--- config.mk ---
export PLATFORM = sky130hd
export DESIGN_NAME = sbuf_ctrl_flat
export DESIGN_NICKNAME = d
export VERILOG_FILES = /design/src/rtl/sbuf_pkg.sv /design/src/rtl/sbuf_if.sv /design/src/rtl/sbuf_rd_arb.sv /design/src/rtl/sbuf_ctrl.sv /design/src/flat_wrapper.sv
export SDC_FILE = /design/constraint.sdc
export NUM_CORES = 1
export LEC_CHECK = 0
export CORE_MARGIN = 2
export CORE_UTILIZATION = 48
export DETAILED_ROUTE_END_ITERATION = 16
export PLACE_DENSITY = 0.8
export SYNTH_ARGS = -nofsm -noshare
export SYNTH_HDL_FRONTEND = slang
export SYNTH_SLANG_ARGS = --single-unit
--- constraint.sdc ---
create_clock -name clk -period 2.17 [get_ports clk]
set_input_delay 0.434 -clock clk [delete_from_list [all_inputs] [get_ports clk]]
set_output_delay 0.434 -clock clk [all_outputs]
set_load 0.02 [all_outputs]
--- src/rtl/sbuf_pkg.sv ---
`default_nettype none
// ============================================================================
// Module      : sbuf_pkg
// Description : Shared types and constants for the sbuf run sequencer.
// Revision    : 1.0 - initial release
// ============================================================================
package sbuf_pkg;

    localparam int LEN_W   = 8;
    localparam int LAT_W   = 5;
    localparam int ADR_W   = 9;
    localparam int SAT_SEL = 8;    // read address bit selecting the saturation buffer

    localparam logic RQ_CPU = 1'b0;
    localparam logic RQ_DMA = 1'b1;

    typedef enum logic [2:0] {
        ST_IDLE     = 3'd0,
        ST_START    = 3'd1,
        ST_FILL     = 3'd2,
        ST_STREAM   = 3'd3,
        ST_ABORT    = 3'd4,
        ST_WAIT_FIN = 3'd5,
        ST_DONE     = 3'd6
    } state_t;

endpackage : sbuf_pkg
`default_nettype wire

--- src/rtl/sbuf_if.sv ---
`default_nettype none
// ============================================================================
// Module      : sbuf_if
// Description : Control and read-address bundle between sequencer and sbuf.
// Revision    : 1.0 - initial release
// ============================================================================
interface sbuf_if #(
    parameter int LEN_W = 8,
    parameter int ADR_W = 9
) ();
    logic             sb_start;
    logic [LEN_W-1:0] sb_run_cntr;
    logic             sb_sw;
    logic             sb_running;
    logic             sb_finish;
    logic [ADR_W-1:0] sb_radr;

    modport master (
        output sb_start, sb_run_cntr, sb_sw, sb_radr,
        input  sb_running, sb_finish
    );

    modport slave (
        input  sb_start, sb_run_cntr, sb_sw, sb_radr,
        output sb_running, sb_finish
    );
endinterface : sbuf_if
`default_nettype wire

--- src/rtl/sbuf_rd_arb.sv ---
`default_nettype none
// ============================================================================
// Module      : sbuf_rd_arb
// Description : 2-way round-robin arbiter for the sbuf read port, with
//               address mux and 1-cycle read-valid pipe.
// Revision    : 1.0 - initial release
// ============================================================================
module sbuf_rd_arb
    import sbuf_pkg::*;
#(
    parameter int ADR_W = 9
) (
    input  wire logic             clk,
    input  wire logic             rst,
    input  wire logic             i_en,
    input  wire logic             i_cpu_rreq,
    input  wire logic [ADR_W-1:0] i_cpu_radr,
    input  wire logic             i_dma_rreq,
    input  wire logic [ADR_W-1:0] i_dma_radr,
    output logic                  o_cpu_gnt,
    output logic                  o_dma_gnt,
    output logic      [ADR_W-1:0] o_radr,
    output logic                  o_rd_vld_cpu,
    output logic                  o_rd_vld_dma
);

    logic r_ptr;
    logic r_vld_cpu;
    logic r_vld_dma;
    logic w_cpu_gnt;
    logic w_dma_gnt;

    // r_ptr names the requester that wins a tie
    assign w_cpu_gnt = i_en & i_cpu_rreq & (~i_dma_rreq | (r_ptr == RQ_CPU));
    assign w_dma_gnt = i_en & i_dma_rreq & (~i_cpu_rreq | (r_ptr == RQ_DMA));

    always_ff @(posedge clk) begin
        if (rst) begin
            r_ptr     <= RQ_CPU;
            r_vld_cpu <= 1'b0;
            r_vld_dma <= 1'b0;
        end else begin
            if (w_cpu_gnt) begin
                r_ptr <= RQ_DMA;
            end else if (w_dma_gnt) begin
                r_ptr <= RQ_CPU;
            end
            r_vld_cpu <= w_cpu_gnt;
            r_vld_dma <= w_dma_gnt;
        end
    end

    always_comb begin
        o_radr = '0;
        if (w_cpu_gnt) begin
            o_radr = i_cpu_radr;
        end else if (w_dma_gnt) begin
            o_radr = i_dma_radr;
        end
    end

    assign o_cpu_gnt    = w_cpu_gnt;
    assign o_dma_gnt    = w_dma_gnt;
    assign o_rd_vld_cpu = r_vld_cpu;
    assign o_rd_vld_dma = r_vld_dma;

endmodule : sbuf_rd_arb
`default_nettype wire

--- src/rtl/sbuf_ctrl.sv ---
`default_nettype none
// ============================================================================
// Module      : sbuf_ctrl
// Description : Sequences one systolic-array result run into the output
//               buffer and arbitrates the buffer read port between readers.
// Revision    : 1.0 - initial release
// ============================================================================
module sbuf_ctrl
    import sbuf_pkg::*;
#(
    parameter int LEN_W = sbuf_pkg::LEN_W,
    parameter int LAT_W = sbuf_pkg::LAT_W,
    parameter int TMO   = 1023,
    parameter int ADR_W = sbuf_pkg::ADR_W
) (
    input  wire logic             clk,
    input  wire logic             rst,
    input  wire logic             cpu_start,
    input  wire logic             cpu_abort,
    input  wire logic [LEN_W-1:0] cpu_len,
    input  wire logic [LAT_W-1:0] cpu_lat,
    output logic                  busy,
    output logic                  done,
    output logic                  err,
    output logic                  irq,
    input  wire logic             irq_clr,
    input  wire logic             arr_ovalid,
    input  wire logic             cpu_rreq,
    input  wire logic [ADR_W-1:0] cpu_radr,
    input  wire logic             dma_rreq,
    input  wire logic [ADR_W-1:0] dma_radr,
    output logic                  cpu_gnt,
    output logic                  dma_gnt,
    output logic                  rd_vld_cpu,
    output logic                  rd_vld_dma,
    sbuf_if.master                sb
);

    localparam int STL_W = $clog2(TMO + 1);

    state_t           r_state;
    state_t           w_next;
    logic [LEN_W-1:0] r_len;
    logic [LAT_W-1:0] r_lat;
    logic [LAT_W-1:0] r_fill_cnt;
    logic [LEN_W-1:0] r_wcnt;
    logic [STL_W-1:0] r_stall;
    logic             r_err;
    logic             r_irq;

    logic             w_busy;
    logic             w_done;
    logic             w_sb_start;
    logic [LEN_W-1:0] w_run_cntr;
    logic             w_sw;
    logic             w_last_sw;
    logic             w_stall_to;
    logic             w_rd_en;
    logic [ADR_W-1:0] w_radr;

    assign w_last_sw  = w_sw && (r_wcnt == (r_len - LEN_W'(1)));
    assign w_stall_to = !arr_ovalid && (r_stall == STL_W'(TMO - 1));

    // ---------------------------------------------------------------- state
    always_ff @(posedge clk) begin
        if (rst) begin
            r_state <= ST_IDLE;
        end else begin
            r_state <= w_next;
        end
    end

    // ----------------------------------------------------------- next state
    always_comb begin
        w_next = r_state;
        case (r_state)
            ST_IDLE: begin
                if (cpu_start) begin
                    w_next = (cpu_len == '0) ? ST_DONE : ST_START;
                end
            end
            ST_START: begin
                if (cpu_abort)          w_next = ST_ABORT;
                else if (r_lat == '0)   w_next = ST_STREAM;
                else                    w_next = ST_FILL;
            end
            ST_FILL: begin
                if (cpu_abort)                    w_next = ST_ABORT;
                else if (r_fill_cnt == LAT_W'(1)) w_next = ST_STREAM;
            end
            ST_STREAM: begin
                if (cpu_abort)       w_next = ST_ABORT;
                else if (w_last_sw)  w_next = sb.sb_finish ? ST_DONE : ST_WAIT_FIN;
                else if (w_stall_to) w_next = ST_ABORT;
            end
            ST_ABORT:    w_next = ST_WAIT_FIN;
            ST_WAIT_FIN: begin
                if (sb.sb_finish) w_next = ST_DONE;
            end
            ST_DONE:     w_next = ST_IDLE;
            default:     w_next = ST_IDLE;
        endcase
    end

    // -------------------------------------------------------------- outputs
    always_comb begin
        w_busy     = (r_state != ST_IDLE);
        w_done     = 1'b0;
        w_sb_start = 1'b0;
        w_run_cntr = '0;
        w_sw       = 1'b0;
        case (r_state)
            ST_START: begin
                w_sb_start = 1'b1;
                w_run_cntr = r_len;
            end
            // Zero count makes the buffer flush its partial word and finish
            ST_ABORT: begin
                w_sb_start = 1'b1;
                w_run_cntr = '0;
            end
            ST_STREAM: w_sw = arr_ovalid && (r_wcnt != r_len);
            ST_DONE:   w_done = 1'b1;
            default:   ;
        endcase
    end

    // ------------------------------------------------- counters and status
    always_ff @(posedge clk) begin
        if (rst) begin
            r_len      <= '0;
            r_lat      <= '0;
            r_fill_cnt <= '0;
            r_wcnt     <= '0;
            r_stall    <= '0;
            r_err      <= 1'b0;
            r_irq      <= 1'b0;
        end else begin
            if (r_state == ST_IDLE && cpu_start) begin
                r_len <= cpu_len;
                r_lat <= cpu_lat;
            end

            if (r_state == ST_START) begin
                r_fill_cnt <= r_lat;
            end else if (r_state == ST_FILL) begin
                r_fill_cnt <= r_fill_cnt - LAT_W'(1);
            end

            if (r_state == ST_START) begin
                r_wcnt <= '0;
            end else if (w_sw) begin
                r_wcnt <= r_wcnt + LEN_W'(1);
            end

            if (r_state != ST_STREAM || arr_ovalid) begin
                r_stall <= '0;
            end else begin
                r_stall <= r_stall + STL_W'(1);
            end

            // A new set in the same cycle as irq_clr wins
            if (r_state == ST_ABORT || (cpu_start && w_busy)) begin
                r_err <= 1'b1;
            end else if (irq_clr) begin
                r_err <= 1'b0;
            end

            if (r_state == ST_DONE) begin
                r_irq <= 1'b1;
            end else if (irq_clr) begin
                r_irq <= 1'b0;
            end
        end
    end

    // Reads only while idle and not about to leave idle
    assign w_rd_en = (r_state == ST_IDLE) && !cpu_start;

    sbuf_rd_arb #(
        .ADR_W (ADR_W)
    ) u_rd_arb (
        .clk          (clk),
        .rst          (rst),
        .i_en         (w_rd_en),
        .i_cpu_rreq   (cpu_rreq),
        .i_cpu_radr   (cpu_radr),
        .i_dma_rreq   (dma_rreq),
        .i_dma_radr   (dma_radr),
        .o_cpu_gnt    (cpu_gnt),
        .o_dma_gnt    (dma_gnt),
        .o_radr       (w_radr),
        .o_rd_vld_cpu (rd_vld_cpu),
        .o_rd_vld_dma (rd_vld_dma)
    );

    assign busy           = w_busy;
    assign done           = w_done;
    assign err            = r_err;
    assign irq            = r_irq;
    assign sb.sb_start    = w_sb_start;
    assign sb.sb_run_cntr = w_run_cntr;
    assign sb.sb_sw       = w_sw;
    assign sb.sb_radr     = w_radr;

endmodule : sbuf_ctrl
`default_nettype wire

--- src/flat_wrapper.sv ---
// flat-port wrapper written by rule: the top's interface ports become plain ports
module sbuf_ctrl_flat import sbuf_pkg::*;
#(
    parameter int LEN_W = sbuf_pkg::LEN_W,
    parameter int LAT_W = sbuf_pkg::LAT_W,
    parameter int TMO   = 1023,
    parameter int ADR_W = sbuf_pkg::ADR_W
)
  (clk, rst, cpu_start, cpu_abort, cpu_len, cpu_lat, busy, done, err, irq, irq_clr, arr_ovalid, cpu_rreq, cpu_radr, dma_rreq, dma_radr, cpu_gnt, dma_gnt, rd_vld_cpu, rd_vld_dma, sb_sb_start, sb_sb_run_cntr, sb_sb_sw, sb_sb_radr, sb_sb_running, sb_sb_finish);
  sbuf_if #(.LEN_W(LEN_W), .ADR_W(ADR_W)) sb_i ();
  input  wire logic clk;
  input  wire logic rst;
  input  wire logic cpu_start;
  input  wire logic cpu_abort;
  input  wire logic [LEN_W-1:0] cpu_len;
  input  wire logic [LAT_W-1:0] cpu_lat;
  output logic busy;
  output logic done;
  output logic err;
  output logic irq;
  input  wire logic irq_clr;
  input  wire logic arr_ovalid;
  input  wire logic cpu_rreq;
  input  wire logic [ADR_W-1:0] cpu_radr;
  input  wire logic dma_rreq;
  input  wire logic [ADR_W-1:0] dma_radr;
  output logic cpu_gnt;
  output logic dma_gnt;
  output logic rd_vld_cpu;
  output logic rd_vld_dma;
  output wire logic [$bits(sb_i.sb_start)-1:0] sb_sb_start;
  output wire logic [$bits(sb_i.sb_run_cntr)-1:0] sb_sb_run_cntr;
  output wire logic [$bits(sb_i.sb_sw)-1:0] sb_sb_sw;
  output wire logic [$bits(sb_i.sb_radr)-1:0] sb_sb_radr;
  input wire logic [$bits(sb_i.sb_running)-1:0] sb_sb_running;
  input wire logic [$bits(sb_i.sb_finish)-1:0] sb_sb_finish;
  assign sb_sb_start = sb_i.sb_start;
  assign sb_sb_run_cntr = sb_i.sb_run_cntr;
  assign sb_sb_sw = sb_i.sb_sw;
  assign sb_sb_radr = sb_i.sb_radr;
  assign sb_i.sb_running = sb_sb_running;
  assign sb_i.sb_finish = sb_sb_finish;
  sbuf_ctrl #(.LEN_W(LEN_W), .LAT_W(LAT_W), .TMO(TMO), .ADR_W(ADR_W)) u_core (.clk(clk), .rst(rst), .cpu_start(cpu_start), .cpu_abort(cpu_abort), .cpu_len(cpu_len), .cpu_lat(cpu_lat), .busy(busy), .done(done), .err(err), .irq(irq), .irq_clr(irq_clr), .arr_ovalid(arr_ovalid), .cpu_rreq(cpu_rreq), .cpu_radr(cpu_radr), .dma_rreq(dma_rreq), .dma_radr(dma_radr), .cpu_gnt(cpu_gnt), .dma_gnt(dma_gnt), .rd_vld_cpu(rd_vld_cpu), .rd_vld_dma(rd_vld_dma), .sb(sb_i));
endmodule
==> results.sh, run 1 <==
export IMPL_grt_pass1_wl_um=10500
export IMPL_slew_viol_final=0
export IMPL_netlist_area_sq_um=2440
export IMPL_die_height_um=75.3
export IMPL_min_delay_path_depth=3
export IMPL_finalCritPeriodShare_pct=102
export IMPL_place_area_sq_um=3330
export IMPL_synth_top_family_by_area="simple AND/OR/NAND/NOR gates"
export IMPL_relSlewSlack_pct=67.6
export IMPL_total_power_uw=3620
export IMPL_wl_per_cell_um=15.3
export IMPL_hold_class="in2reg"
export IMPL_initial_core_util_pct=50.6
export IMPL_sw_frac_of_total_pct=39.3
export IMPL_cts_tree="built"
export IMPL_max_slew_worst_pin_slew_ps=484
export IMPL_numClockSinks=44
export IMPL_crit_type="reg2out"
export IMPL_num_vias=2607
export IMPL_synth_compound_area_share_pct=17.2
export IMPL_area_growth_pct=49.6
export IMPL_status="finished, violations left"
export IMPL_fin_util_pct=75.8
export IMPL_drtIter0Drc=139
export IMPL_synth_edff_count=0
export IMPL_r2r_slack_ps=70
export IMPL_crit_required_ps=1740
export IMPL_cts_buffer_depth=2
export IMPL_track_usage_pct=24.2
export IMPL_power_frac_seq_pct=29.1
export IMPL_cts_root_buf="clkbuf_8"
export IMPL_grt_overflow_total=0
export IMPL_crit_fanout=4
export IMPL_regArea_sq_um=890
export IMPL_peakVddDrop_mv=0.600
export IMPL_fin_skew_ps=8.06
export IMPL_finalHoldViolCount=0
export IMPL_max_freq_mhz=451
export IMPL_synthDistinctLibCells=48
export IMPL_yosysWarnings=0
export IMPL_synth_async_reset_ratio_pct=0
export IMPL_holdWs_ps=429
export IMPL_num_rows=25
export IMPL_avgSynthCellArea_sq_um=7.90
export IMPL_n_antenna_cell=0
export IMPL_fin_area_sq_um=3650
export IMPL_antenna_left=0
export IMPL_seq_area_frac_synth_pct=36.1
export IMPL_worst_endpoint_arrival_ps=1780
export IMPL_cts_buffers=5
export IMPL_worstSkewPairLatency_ps=290
export IMPL_synth_top_area_share_pct=36.1
export IMPL_netlist_instances=309
export IMPL_pin_count=68
export IMPL_setup_ws_ps=-45.7
export IMPL_htreeDepth=2
export IMPL_p_sw_uw=1420
export IMPL_power_density_nw_per_um2=993
export IMPL_multiInputGateArea_sq_um=1520
export IMPL_clk_transition_reported_paths_ps=80
export IMPL_dieArea_sq_um=5670
export IMPL_violations="negative setup slack"
export IMPL_vias_per_cell=5.45
export IMPL_grt_antenna_before_repair=0
export IMPL_grt_max_degree=22
export IMPL_fin_crit_ps=2220
export IMPL_grt_pass1_vias=2381
export IMPL_die_width_um=75.3
export IMPL_nFillCells=358
export IMPL_synth_area_leaders="dfxtp_1, xor2_1, nand2_1"
export IMPL_synth_simple_area_share_pct=27.5
export IMPL_core_area_sq_um=4820
export IMPL_dp_hpwl_um=4930
export IMPL_final_layout_size_suffix_gt1_share_pct=22.6
export IMPL_wl_um=7340
export IMPL_layout_nets=457
export IMPL_buffer_ports_inserted=66
export IMPL_r2r_cells=11
export IMPL_synth_nets=356
export IMPL_rsz0062_at_grt="yes"
export IMPL_first_pass_iters=5
export IMPL_ys_ff_latch=44
export IMPL_synth_xor_area_share_pct=10.8
export IMPL_p_int_uw=2200
export IMPL_synth_area_leader_cell="dfxtp_1"
export IMPL_route_detailed_drc=0
export IMPL_cellLeakagePower_uw=0.00152
export IMPL_endpoint_kind="primary output"
export IMPL_synth_area_mux_share_pct=0.410
export IMPL_p_clk_share_pct=14.4
export IMPL_ys_flop_type="dfxtp_1"
export IMPL_gp_congestion=0.921
export IMPL_synth_fa_ha_area_share_pct=3.08
export IMPL_comb_power_share_pct=56.4
export IMPL_critPathLaunchType="flop"
export IMPL_cap_violations=0
export IMPL_setup_violations=5
==> critical path, stage by stage (launching register included) <==
cell and delay (ps):
dfxtp_4 360, nor3_4 210, inv_2 70, nor2_4 120, nand2_2 80, a21oi_4 160
buf_6 130, buf_6 90, a22o_1 150, buf_6 120
==> worst paths after layout <==
check / to / start
max: sb_sb_radr[3] / u_core.r_state[0]
min: u_core.r_len[3] / cpu_len[3]
max reg2reg: u_core.r_len[1] / u_core.r_state[0]
min reg2reg: u_core.err / u_core.err
==> synthesized netlist by cell type, types with 2 or more instances <==
cell,number
o211ai_1,2
buf_2,3
a21oi_1,27
dfxtp_1,44
nand2_1,38
and3_1,5
a211oi_1,3
nor4_1,7
a32oi_1,2
nor3_1,7
a311oi_1,2
clkbuf_1,11
a22o_1,9
nor2_1,35
nand4_1,5
or2_2,2
xnor2_1,7
ha_1,6
o21ai_0,7
nand3_1,11
and2_1,9
inv_1,13
and4b_1,2
nor2b_1,4
xor2_1,23
or3_1,3
==> flip-flops by register name (all words and copies together) (netlist names) <==
| name | flops |
|---|---|
| u_core.r_stall | 10 |
| u_core.u_rd_arb.o_rd_vld_cpu | 1 |
| u_core.u_rd_arb.r_ptr | 1 |
| u_core.u_rd_arb.o_rd_vld_dma | 1 |
| u_core.r_lat | 5 |
| u_core.r_len | 8 |
| u_core.r_state | 3 |
| u_core.err | 1 |
| u_core.r_fill_cnt | 5 |
| u_core.r_wcnt | 8 |
| u_core.irq | 1 |
==> cells by family after synthesis <==
| logic type | after synthesis |
|---|---|
| compound gates | 63 |
| xor+xnor | 30 |
| fa+ha+maj | 6 |
| buf+inv | 29 |
| flops | 44 |
| mux | 1 |
| simple gates | 136 |
==> final cells by class <==
cell class | instances | share of cell area (%)
multi-input cells | 236 | 41.6
inverters | 14 | 1.51
well taps | 67 | 2.30
flip-flops and latches | 44 | 24.4
repair buffers | 109 | 27.8
clock buffers | 8 | 2.47
==> timing repair <==
item / in CTS / in global routing
setup endpoints to repair: 24 / 24
gates cloned: 1 / 1
resized for setup: 94 / 36
buffers inserted: 10 / 3
hold buffers: 0 / 0
pin swaps: 5 / 8
==> metal layers <==
layer	vias to the layer above	share of wire, %	global-route usage [%]
met2	91	52	43.0
met1	1217	40	29.5
met3	20	4.9	3.97
met4	0	2.5	8.38
li1	1279	-	-
met5	-	0	0
==> power by group through the flow <==
stage,logic [uW],clock network (uW),registers (uW)
2_1_floorplan,1010,0,1030
3_3_place_gp,1590,0,1040
3_5_place_dp,1630,0,1040
4_1_cts,1830,530,1030
5_1_grt,2210,562,1070
6_report,2050,523,1060
==> placed cells by master (no fill, tap or decap), types with 11 or more instances in the layout <==
cell type,count
a21oi_1,25
buf_4,38
buf_6,15
clkdlybuf4s50_1,40
dfxtp_1,39
inv_1,12
nand2_1,37
nand3_1,11
nor2_1,34
xor2_1,23
==> metrics by stage <==
| stage | setup TNS [ps] | cells | setup WS [ps] |
|---|---|---|---|
| 2_1_floorplan | -490 | 309 | -61.2 |
| 3_3_place_gp | -5520 | 455 | -440 |
| 3_5_place_dp | -6080 | 455 | -457 |
| 4_1_cts | -239 | 474 | -103 |
| 5_1_grt | -1030 | 478 | -120 |
| 6_report | -121 | 478 | -45.7 |
Power figures use the tool's default switching activity.
==> inputs of run 2 (changes only) <==
--- a/config.mk
+++ b/config.mk
@@ -9,6 +9,7 @@
 export CORE_UTILIZATION = 48
 export DETAILED_ROUTE_END_ITERATION = 16
 export PLACE_DENSITY = 0.8
+export SKIP_CTS_REPAIR_TIMING = 1
 export SYNTH_ARGS = -nofsm -noshare
 export SYNTH_HDL_FRONTEND = slang
 export SYNTH_SLANG_ARGS = --single-unit
==> results.sh, run 2 (synthesized netlist as in run 1, its figures left out) <==
export IMPL_critPathLaunchType="flop"
export IMPL_dieArea_sq_um=5670
export IMPL_vias_per_cell=5.29
export IMPL_drtIter0Drc=98
export IMPL_grt_pass1_vias=2235
export IMPL_max_freq_mhz=441
export IMPL_wl_um=6700
export IMPL_pin_count=68
export IMPL_violations="negative setup slack"
export IMPL_wl_met1_um=2860
export IMPL_layout_nets=446
export IMPL_worstSkewPairLatency_ps=290
export IMPL_setup_violations=9
export IMPL_fin_skew_ps=5.14
export IMPL_wl_met3_um=262
export IMPL_status="finished, violations left"
export IMPL_die_width_um=75.3
export IMPL_num_rows=25
export IMPL_max_slew_worst_pin_slew_ps=471
export IMPL_fin_area_sq_um=3490
export IMPL_n_antenna_cell=0
export IMPL_numClockSinks=44
export IMPL_cts_root_buf="clkbuf_8"
export IMPL_largest_reg_flops=10
export IMPL_final_common_cell="dfxtp_1"
export IMPL_place_area_sq_um=3330
export IMPL_wl_per_cell_um=14.3
export IMPL_rsz0062_at_grt="yes"
export IMPL_dp_worst_setup_slack_ps=-457
export IMPL_cellLeakagePower_uw=0.00152
export IMPL_met2_length_um=3490
export IMPL_antenna_left=0
export IMPL_fin_crit_ps=2270
export IMPL_buffer_ports_inserted=66
export IMPL_grt_pass1_wl_um=9700
export IMPL_gp_congestion=0.921
export IMPL_area_growth_pct=43.2
export IMPL_grt_overflow_total=0
export IMPL_dp_hpwl_um=4930
export IMPL_final_layout_size_suffix_gt1_share_pct=18.0
export IMPL_grt_antenna_before_repair=0
export IMPL_num_vias=2470
export IMPL_die_height_um=75.3
export IMPL_clk_transition_reported_paths_ps=80
export IMPL_endpoint_kind="primary output"
export IMPL_peakVddDrop_mv=0.603
export IMPL_hold_class="in2reg"
export IMPL_reg_largest_list="u_core.r_stall x10, u_core.r_len x8, u_core.r_wcnt x8"
export IMPL_top_layer="met4"
export IMPL_crit_required_ps=1740
export IMPL_cts_tree="built"
export IMPL_cts_buffer_depth=2
export IMPL_track_usage_pct=22.4
export IMPL_finalCritPeriodShare_pct=105
export IMPL_crit_fanout=6
export IMPL_power_density_nw_per_um2=943
export IMPL_initial_core_util_pct=50.6
export IMPL_finalHoldViolCount=0
export IMPL_slew_viol_final=0
export IMPL_htreeDepth=2
export IMPL_worst_endpoint_arrival_ps=1840
export IMPL_cts_buffers=5
export IMPL_cap_violations=0
export IMPL_relSlewSlack_pct=68.5
export IMPL_grt_max_degree=22
export IMPL_first_pass_iters=4
export IMPL_setup_ws_ps=-100
export IMPL_crit_type="reg2out"
export IMPL_route_detailed_drc=0
export IMPL_layout_common_cells="dfxtp_1, clkdlybuf4s50_1, nand2_1"
export IMPL_core_area_sq_um=4820
export IMPL_top_register="u_core.r_stall"
[run 2: cell count changes in the layout (fill, tap and decap cells not counted), sizes merged]
cell,change
buf,-13
clkbuf,+6
clkdlybuf4s15,-7
clkdlybuf4s50,+1
clkinvlp,+1
dlygate4sd2,-2
dlymetal6s2s,+4
inv,-1
[run 2: metrics by stage]
stage | utilization, % | TNS (ps) | total power (uW) | hold WS, ps | cells
finish | 72.5 | -833 | 3290 | 442 | 467
global route | 72.5 | -2140 | 3520 | 454 | 467
CTS | 71.0 | -9530 | 3200 | 455 | 463
detailed placement | 69.1 | -6080 | 2670 | 444 | 455
global placement | 69.1 | -5520 | 2630 | 441 | 455
floorplan | - | -490 | 2050 | 436 | 309
[run 2: report_power, final]
group | switching [uW] | internal (uW) | total, uW
sequential | 109 | 928 | 1040
clock | 256 | 260 | 516
combinational | 927 | 814 | 1740
total | 1290 | 2000 | 3290
[run 2: layout make-up]
type | instances | area (sq um)
Inverter | 14 | 56.3
Multi-Input combinational cell | 236 | 1490
Fill cell | 401 | 1320
Tap cell | 67 | 83.8
Timing Repair Buffer | 98 | 897
Clock buffer | 8 | 90.1
Sequential cell | 44 | 882
[run 2: worst max-delay path, stage by stage (launching register included)]
cell     delay, ps
dfxtp_2        340
nor3_2         230
inv_1           90
nor2_2         140
nand2_1        100
a21oi_2        210
buf_6          160
a22o_1         150
buf_6          120
[run 2: worst paths after layout]
check               startpoint                 to  slack (ps)  cells after the start
max          u_core.r_state[0]      sb_sb_radr[0]        -100                      8
min                 cpu_len[5]    u_core.r_len[5]         440                      3
max reg2reg    u_core.r_len[3]  u_core.r_state[0]         180                      6
min reg2reg         u_core.err         u_core.err         450                      2
[run 2: layer usage]
layer / vias to the layer above / global-route usage, %
met4: 0 / 8.19
li1: 1254 / -
met3: 7 / 3.97
met1: 1150 / 27.2
met5: - / 0
met2: 59 / 39.4
==> inputs of run 3 (changes only) <==
--- a/config.mk
+++ b/config.mk
@@ -5,10 +5,12 @@
 export SDC_FILE = /design/constraint.sdc
 export NUM_CORES = 1
 export LEC_CHECK = 0
+export CELL_PAD_IN_SITES_DETAIL_PLACEMENT = 0
+export CELL_PAD_IN_SITES_GLOBAL_PLACEMENT = 2
 export CORE_MARGIN = 2
-export CORE_UTILIZATION = 48
+export CORE_UTILIZATION = 27
 export DETAILED_ROUTE_END_ITERATION = 16
-export PLACE_DENSITY = 0.8
+export PLACE_DENSITY_LB_ADDON = 0.1
 export SKIP_CTS_REPAIR_TIMING = 1
 export SYNTH_ARGS = -nofsm -noshare
 export SYNTH_HDL_FRONTEND = slang
==> results.sh, run 3 (synthesized netlist as in run 1, its figures left out) <==
export IMPL_path_buf_inv=3
export IMPL_critical_path_top_delay_family="simple AND/OR/NAND/NOR gates"
export IMPL_reg_largest_list="u_core.r_stall x10, u_core.r_len x8, u_core.r_wcnt x8"
export IMPL_crit_required_ps=1740
export IMPL_clk_transition_reported_paths_ps=80
export IMPL_worstSkewPairLatency_ps=300
export IMPL_grt_pass1_vias=2472
export IMPL_antenna_left=0
export IMPL_peakVddDrop_mv=0.336
export IMPL_finalSetupTns_ps=-117
export IMPL_grt_antenna_before_repair=0
export IMPL_track_usage_pct=14.6
export IMPL_vias_per_cell=4.84
export IMPL_relSlewSlack_pct=68.0
export IMPL_gp_congestion=0.766
export IMPL_finalCritPeriodShare_pct=102
export IMPL_num_vias=2484
export IMPL_cts_tree="built"
export IMPL_worst_path_stages=8
export IMPL_core_area_sq_um=8760
export IMPL_slowest_stage="dfxtp_2"
export IMPL_place_area_sq_um=3430
export IMPL_cts_buffers=5
export IMPL_power_density_nw_per_um2=928
export IMPL_htreeDepth=2
export IMPL_cts_root_buf="clkbuf_8"
export IMPL_final_layout_size_suffix_gt1_share_pct=20.0
export IMPL_drtIter0Drc=66
export IMPL_max_freq_mhz=454
export IMPL_wl_per_cell_um=14.1
export IMPL_initial_core_util_pct=27.8
export IMPL_worst_endpoint_arrival_ps=1770
export IMPL_dp_hpwl_um=5470
export IMPL_layout_common_cells="clkdlybuf4s50_1, dfxtp_1, buf_4"
export IMPL_max_slew_worst_pin_slew_ps=479
export IMPL_largest_reg_flops=10
export IMPL_nFillCells=928
export IMPL_layout_nets=451
export IMPL_fin_crit_ps=2200
export IMPL_slew_viol_final=0
export IMPL_cap_violations=0
export IMPL_endpoint_kind="primary output"
export IMPL_first_pass_iters=4
export IMPL_crit_type="reg2out"
export IMPL_rsz0062_at_grt="yes"
export IMPL_grt_pass1_wl_um=11700
export IMPL_r2r_cells=6
export IMPL_route_detailed_drc=0
export IMPL_dieArea_sq_um=9810
export IMPL_critPathMaxStageDelay_ps=340
export IMPL_cts_buffer_depth=2
export IMPL_setup_ws_ps=-32.8
export IMPL_finalHoldViolCount=0
export IMPL_holdWs_ps=430
export IMPL_hold_class="in2reg"
export IMPL_n_antenna_cell=0
export IMPL_num_rows=34
export IMPL_crit_fanout=6
export IMPL_cellLeakagePower_uw=0.00164
export IMPL_status="finished, violations left"
export IMPL_dp_worst_setup_slack_ps=-467
export IMPL_die_width_um=99.1
export IMPL_grt_max_degree=22
export IMPL_fin_area_sq_um=3660
export IMPL_cp_cell_sequence="nor3_4, inv_2, nor2_4, nand2_1, a21oi_2, buf_4, a22o_1, clkbuf_2"
export IMPL_min_delay_path_depth=3
export IMPL_wl_um=7220
export IMPL_fin_skew_ps=2.20
export IMPL_total_power_uw=3390
export IMPL_die_height_um=99.1
export IMPL_numClockSinks=44
export IMPL_violations="negative setup slack"
export IMPL_setup_violations=6
export IMPL_buffer_ports_inserted=66
export IMPL_grt_overflow_total=0
export IMPL_pin_count=68
export IMPL_top_register="u_core.r_stall"
export IMPL_critPathLaunchType="flop"
export IMPL_area_growth_pct=49.8
[run 3: path summary, 6_finish.rpt]
path                                   startpoint           endpoint  slack [ps]
worst min register to register    u_core.r_lat[0]    u_core.r_lat[0]         460
worst max-delay path            u_core.r_state[2]      sb_sb_radr[7]         -30
worst max register to register    u_core.r_len[2]  u_core.r_state[0]         110
worst min-delay path                   cpu_len[3]    u_core.r_len[3]         430
[run 3: where the power goes]
part           switching, uW  internal (uW)  total [uW]  leakage (uW)
Clock                    290            259         549     0.0000445
Sequential               119            930        1050      0.000359
Combinational            959            833        1790       0.00124
[run 3: cell type report]
cell class	instances	area (sq um)	area share [%]
multi-input combinational	236	1550	42.3
timing repair buffer	103	938	25.7
sequential	44	885	24.2
tap	108	135	3.70
clock buffer	7	86.3	2.36
inverter	14	56.3	1.54
clock inverter	1	7.51	0.205
[run 3: stage by stage]
step,util (%),cells
2_1_floorplan,-,309
3_3_place_gp,39.1,502
3_5_place_dp,39.1,502
4_1_cts,40.2,510
5_1_grt,41.7,513
6_report,41.7,513
[run 3: tightest hold or removal path: stages]
cell and delay (ps):
dlymetal6s2s_1 130, nand2_1 60, a21oi_1 60
[run 3: metal layers]
layer  up-vias  GRT usage (%)  routed length [um]
met5         -              0                   0
met4         0           4.32                 100
met3        11           2.62                 204
met2        36           24.9                3640
met1      1168           18.8                3280
li1       1269              -                   -
